[src/rtl/calc_pkg.sv]
// calc_pkg: shared types and constants for the BCD calculator datapath.
//   N_DIGITS    digits per operand
//   DIGIT_W     bits per BCD digit
//   bcd_digit_t single BCD digit
//   bcd_num_t   full operand, index N_DIGITS-1 is the most significant digit
//   sv_state_t  operand capture state (EMPTY, ONE, TWO)
package calc_pkg;

    localparam int N_DIGITS = 4;
    localparam int DIGIT_W  = 4;

    typedef logic [3:0] bcd_digit_t;
    typedef bcd_digit_t [N_DIGITS-1:0] bcd_num_t;

    typedef enum logic [1:0] {
        EMPTY = 2'd0,
        ONE   = 2'd1,
        TWO   = 2'd2
    } sv_state_t;

endpackage

[src/rtl/guardado_datos_rise_detect.sv]
// rise_detect: 1-bit synchronous rising-edge detector.
// Ports:
//   clk   system clock
//   rst   synchronous active-high reset, clears the delayed copy
//   din   level input
//   rise  high for the cycle where din is 1 and was 0 at the previous edge
module rise_detect (
    input  logic clk,
    input  logic rst,
    input  logic din,
    output logic rise
);

    logic din_q;

    always_ff @(posedge clk) begin
        if (rst) begin
            din_q <= 1'b0;
        end else begin
            din_q <= din;
        end
    end

    assign rise = din & ~din_q;

endmodule

[src/rtl/guardado_datos.sv]
// guardado_datos: captures two successive BCD operands on save requests.
// Ports:
//   clk        system clock
//   rst        synchronous active-high global reset
//   guardar    save request level, one save per rising edge
//   rst_sv     synchronous active-high clear of the saved operands
//   numero     number being entered (sampled only on a save)
//   numero_sv  most recently saved number
//   suma       high while both operands are held
//   op_a       first saved operand
//   op_b       second saved operand
// Build option: GUARDADO_BCD_CHECK_EN rejects saves where any digit exceeds 9.
//
// state | meaning
// EMPTY | no operand held
// ONE   | op_a held, waiting for op_b
// TWO   | both operands held, further saves ignored
module guardado_datos
    import calc_pkg::*;
#(
    parameter int N_DIGITS = calc_pkg::N_DIGITS,
    parameter int DIGIT_W  = calc_pkg::DIGIT_W
) (
    input  logic                               clk,
    input  logic                               rst,
    input  logic                               guardar,
    input  logic                               rst_sv,
    input  logic [N_DIGITS-1:0][DIGIT_W-1:0]   numero,
    output logic [N_DIGITS-1:0][DIGIT_W-1:0]   numero_sv,
    output logic                               suma,
    output logic [N_DIGITS-1:0][DIGIT_W-1:0]   op_a,
    output logic [N_DIGITS-1:0][DIGIT_W-1:0]   op_b
);

    sv_state_t                         state_q, state_d;
    logic [N_DIGITS-1:0][DIGIT_W-1:0]  num_sv_q, num_sv_d;
    logic [N_DIGITS-1:0][DIGIT_W-1:0]  op_a_q, op_a_d;
    logic [N_DIGITS-1:0][DIGIT_W-1:0]  op_b_q, op_b_d;
    logic                              suma_q, suma_d;
    logic                              save;
    logic                              digits_ok;

    // The edge register keeps following guardar through rst_sv so that a
    // held button does not produce a fresh save once the clear is released.
    rise_detect u_rise (
        .clk  (clk),
        .rst  (rst),
        .din  (guardar),
        .rise (save)
    );

    always_comb begin
        digits_ok = 1'b1;
`ifdef GUARDADO_BCD_CHECK_EN
        for (int i = 0; i < N_DIGITS; i++) begin
            if (numero[i] > DIGIT_W'(9)) begin
                digits_ok = 1'b0;
            end
        end
`endif
    end

    always_comb begin
        state_d  = state_q;
        num_sv_d = num_sv_q;
        op_a_d   = op_a_q;
        op_b_d   = op_b_q;
        if (rst_sv) begin
            state_d  = EMPTY;
            num_sv_d = '0;
            op_a_d   = '0;
            op_b_d   = '0;
        end else if (save && digits_ok) begin
            case (state_q)
                EMPTY: begin
                    op_a_d   = numero;
                    num_sv_d = numero;
                    state_d  = ONE;
                end
                ONE: begin
                    op_b_d   = numero;
                    num_sv_d = numero;
                    state_d  = TWO;
                end
                TWO: begin
                    state_d = TWO;
                end
                default: begin
                    state_d = EMPTY;
                end
            endcase
        end
        suma_d = (state_d == TWO);
    end

    always_ff @(posedge clk) begin
        if (rst) begin
            state_q  <= EMPTY;
            num_sv_q <= '0;
            op_a_q   <= '0;
            op_b_q   <= '0;
            suma_q   <= 1'b0;
        end else begin
            state_q  <= state_d;
            num_sv_q <= num_sv_d;
            op_a_q   <= op_a_d;
            op_b_q   <= op_b_d;
            suma_q   <= suma_d;
        end
    end

    assign numero_sv = num_sv_q;
    assign op_a      = op_a_q;
    assign op_b      = op_b_q;
    assign suma      = suma_q;

endmodule

[config.mk]
export PLATFORM = sky130hd
export DESIGN_NAME = guardado_datos
export DESIGN_NICKNAME = d
export VERILOG_FILES = /design/src/rtl/calc_pkg.sv /design/src/rtl/guardado_datos_rise_detect.sv /design/src/rtl/guardado_datos.sv
export SDC_FILE = /design/constraint.sdc
export NUM_CORES = 1
export LEC_CHECK = 0
export ABC_AREA = 1
export CORE_UTILIZATION = 45
export CTS_CLUSTER_SIZE = 25
export DETAILED_ROUTE_END_ITERATION = 10
export MAX_ROUTING_LAYER = met4
export PLACE_DENSITY = 0.77
export SETUP_SLACK_MARGIN = 0.05
export SLEW_MARGIN = 15
export SYNTH_ARGS = -nofsm -noshare
export SYNTH_HDL_FRONTEND = slang
export SYNTH_SLANG_ARGS = --single-unit
export TNS_END_PERCENT = 20
[constraint.sdc]
create_clock -name clk -period 3.4 [get_ports clk]
set_input_delay 0.85 -clock clk [delete_from_list [all_inputs] [get_ports clk]]
set_output_delay 0.85 -clock clk [all_outputs]
set_load 0.05 [all_outputs]
# Word level (Yosys, flattened, before mapping)
# Cells that the tools add are included.
# totals
ff_bits	52
input_bits	20
output_inout_bits	49
wordCells	30
# classes
eq_ne	3
n_mux	3
bitwise_logic	2
n_reduce_logical	7
# ops
cell	count
$reduce_and A2 Y1	3
$reduce_or A2 Y1	3
$eq A2 B2 Y1 const B	2
$mux W2	2
$pmux W2 S2	1
$eq A2 B1 Y1 const B	1
$logic_not A2 Y1	1
$and A1 B1 Y1	1
$not A1 Y1	1

# Logic depth before layout (Yosys ltp)
# depth
ltp_word	6
depth_mapped	9
mapped_depth_nobuf	8

# By module
# A second synthesis with hierarchy kept.
# unflattened
hier_cells	259
area_unflattened_um2	2055.7
# modules_own_cells
mod	instances	cells_per_inst	area_each_um2	seq_area_each_um2
guardado_datos	1	255	2024.4	1021.0
rise_detect	1	4	31.3	20.0

# Worst setup path after synthesis
# Ideal clock, no wire load.
# synth_timing
kind	in2reg
start	in guardar
end	reg num_sv_q, in the netlist numero_sv[0]
setup_ps	113
t_arrival_ps	1522
t_required_ps	3287
path_slack_ps	1766
stages	7
n_path_buf	2
path_cell_list	inv_1 -> nor2_2 -> buf_4 -> nand2_4 -> buf_2 -> nor2_1 -> nor2_1
# synth_via
elab_chain_len	2
# synth_rtl
element	line_no	source
start: declaration	guardado_datos.sv:26	input logic guardar,
$and A1 B1 Y1	guardado_datos_rise_detect.sv:24	assign rise = din & ~din_q;
$reduce_and A2 Y1 (no source line)	--	
end signal: assignment	guardado_datos.sv:105	num_sv_q <= num_sv_d;
end: declaration	guardado_datos.sv:36	logic [N_DIGITS-1:0][DIGIT_W-1:0] num_sv_q, num_sv_d;
# No other way between the ends.
# A chain may end at the register's enable or synchronous reset.

# Worst setup path after layout
# layout_timing
start	in guardar
end	reg op_b_q, in the netlist op_b[15]
# layout_via
elab_chain_len	2
# layout_rtl
element	line_no	source
$and A1 B1 Y1	guardado_datos_rise_detect.sv:24	
$reduce_and A2 Y1 (no source line)	--	
end signal: assignment	guardado_datos.sv:107	op_b_q <= op_b_d;
end: declaration	guardado_datos.sv:38	logic [N_DIGITS-1:0][DIGIT_W-1:0] op_b_q, op_b_d;
# No other way between the ends.

==> run_results.csv <==
group,metric,value,unit
status,status,"finished clean",
sta,grt_setup_unrepaired,"false",
clock_tree,clkSinkCount,52,
synth,synth_top_area_cell,"dfxtp_1",
clock_tree,cts_tree,"built",
setup_path,path_max_fanout,16,
global_route,globalRouteOverflowTotal,0,
setup_path,crit_path_end_kind,"register",
min_path,min_path_cells,4,
setup_path,ff2ff_path_depth,5,
place,routabilityCongestion,0.8224,
setup_path,cp-startpoint,"guardar",
sta,fmax,413.3,MHz
setup_path,critPathRequiredTime,3.64,ns
synth,ys_types,15,
sta,maxSlewViolCount,0,
floorplan,dieArea,5552,um^2
min_path,hold_class,"reg -> reg",
global_route,grtUsageMet1,0.2628,
setup_path,regToRegSetupSlack,1.77,ns
route,drc_errors,0,
synth,synth-compound-area-share,0,
clock_tree,root_buffer,"clkbuf_8",
global_route,grt_use_total,0.2045,
sta,setup-tns-final,0,ns
synth,synth_common_cells,"nand2_1 (130), inv_1 (106), nor2_1 (65)",
flow_run,cap_violations,0,
floorplan,core_area,5075,um^2
setup_path,timing.rr.end,"op_b[15]",
global_route,busiest_layer,"met2",
clock_tree,cts_setup_buffers,0,
sta,tightest_slew,0.5460,ns
min_path,min_from,"op_a[5]",
sta,fin_ws,0.9805,ns
clock_tree,cts-buffers-inserted,5,
global_route,grt_pass1_wl,8.362,mm
global_route,grt_util_met3,0.03794,
clock_tree,cts.clk_slew.worst_paths,0.09,ns
global_route,grt_pass1_vias,1910,
floorplan,num_rows,26,
global_route,grt_use_met2,0.3203,
clock_tree,clk_path_buf_depth,2,
layout,nets,471,
synth,synth_simple_gate_area_frac,0.3458,
place,port_buffers,68,
sta,final.min_clock_period,2.419,ns
route,drt-total-wl,5.180,mm
global_route,antenna_found_initial,0,
route,routedWlPerCell,9.981,um
synth,synth_flop_cell,"dfxtp_1",
synth,synth_cells,382,
setup_path,critPathTopFamily,"simple AND/OR/NAND/NOR gates",
synth,synth_edf_count,0,
synth,synth_top_area_frac,0.4400,
layout,fillerInstances,505,
sta,layout_worst_path_cycle_share,0.7116,
pwr,cellLeakagePower,1.561,nW
setup_path,cp-start-kind,"input port",
synth,synthesis.area,2366,um^2
floorplan,io_pins,69,
clock_tree,insertion_delay,0.30,ns
pwr,irDropWorstVdd,0.2473,mV
layout,area_growth,35.38,%
floorplan,start_util,0.4662,
synth,yosysWarnings,0,
layout,drive_gt1_frac,0.03563,
sta,finalSetupViolations,0,
min_path,min_to,"op_a[5]",
setup_path,crit_chain,"clkdlybuf4s50_1, inv_1, nor2_2, nand2_1, nand2_1, inv_1, nor2_1",
global_route,grt_max_degree,47,
layout,n_antenna_cell,0,
place,place_ws,0.6882,ns
route,viasPerCell,4.087,
floorplan,die_x,74.51,um
synth,yosysMostFrequentCell,"nand2_1",
setup_path,path_class,"in -> reg",
setup_path,slowest_stage,"clkdlybuf4s50_1",
synth,synthAdderAreaFrac,0.01586,
pwr,power.density,419.7,nW/um^2
clock_tree,htreeDepth,2,
synth,syn_nets,405,
route,detail-route-antenna-nets,0,
setup_path,arrival,2.66,ns
route,drt_iter0_markers,108,
place,post-dp-hpwl,3.714,mm
route,dr.pass1.iters,5,
floorplan,die_height,74.51,um
synth,ys_ff_latch,52,
synth,avgSynthCellArea,6.194,um^2
synth,ys_seq_area_frac,0.4400,
synth,synthXorXnorAreaFrac,0,
route,num_vias,2121,
sta,slew_headroom,0.6356,
sta,skew,0.007919,ns
setup_path,rr_startpoint,"u_rise.din_q",
synth,netlist_top_cells_area,"dfxtp_1 (44%), nand2_1 (21%), inv_1 (17%)",
synth,synth_mux_area_frac,0,
sta,finalHoldViolCount,0,
setup_path,slowest_delay,0.50,ns
synth,synth_top_family_by_area,"simple AND/OR/NAND/NOR gates",
clock_tree,holdBufCountCts,0,
clock_tree,post_cts_resized,0,
synth,synth-async-reset-ratio,0,
setup_path,crit_buf_inv,3,
-- layout by cell type (no fill, tap or decap), types with 2 or more instances in the layout --
cell type	synthesis	routed
nand2_4	2	2
clkdlybuf4s50_1	0	68
ha_1	3	3
dfxtp_1	52	52
inv_1	106	106
nand2_1	130	130
nand3_1	8	8
nor2_1	65	65
clkbuf_8	0	6
buf_4	1	2
nor2_2	3	3
-- worst max-delay path by stage --
stage | depth (start not counted) | slack, ns | to
finish | 7 | 0.98 | op_b[15]
global route | 7 | 0.78 | op_b[13]
CTS | 7 | 0.99 | op_b[15]
detailed placement | 7 | 0.69 | op_b[15]
global placement | 7 | 0.81 | op_b[3]
floorplan | 7 | 1.77 | numero_sv[0]
-- report_power, final --
part	switching (mW)	total, mW	internal (mW)
logic	0.168	0.257	0.0891
registers	0.0112	0.641	0.630
clock network	0.204	0.445	0.241
-- worst min-delay path, delay by kind of cell (launching register included) --
| family | cells | cell delay (ns) |
|---|---|---|
| flops | 1 | 0.32 |
| simple gates | 2 | 0.07 |
| buf+inv | 2 | 0.08 |
-- area by class of cell --
class                   count  area, um^2  area share
clock inverters             2       38.79     0.01211
multi-input cells         212       855.8      0.2672
well taps                  70       87.58     0.02734
clock buffers               6       82.58     0.02578
flip-flops and latches     52        1041      0.3250
repair buffers             70       695.7      0.2172
inverters                 107       401.6      0.1254
-- cells by family after synthesis --
group,Yosys count
buffers and inverters,118
AND/OR/NAND/NOR,209
adder cells (fa/ha/maj),3
flip-flops,52
-- sequential cells by signal, indices dropped and copies added, names as in the netlist --
name	flops
numero_sv	16
op_a	16
suma	1
op_b	16
state_q	2
u_rise.din_q	1
-- metal layers --
metal,share of wire,vias to the layer above
met5,0,-
met4,0.019,0
met3,0.037,6
met2,0.45,47
met1,0.50,893
li1,-,1175
-- per-stage QoR --
stage | total power, mW | cell area [um^2] | hold WS (ns) | instances | utilization
5_1_grt | 1.401 | 3203 | 0.5464 | 519 | 0.6312
3_3_place_gp | 0.9092 | 3082 | 0.4956 | 511 | 0.6072
6_report | 1.344 | 3203 | 0.5118 | 519 | 0.6312
3_5_place_dp | 0.9129 | 3082 | 0.4972 | 511 | 0.6072
2_1_floorplan | 0.8336 | 2366 | 0.5309 | 382 | -
4_1_cts | 1.355 | 3203 | 0.5138 | 519 | 0.6312
No activity file was read; power rests on OpenSTA's default activity.
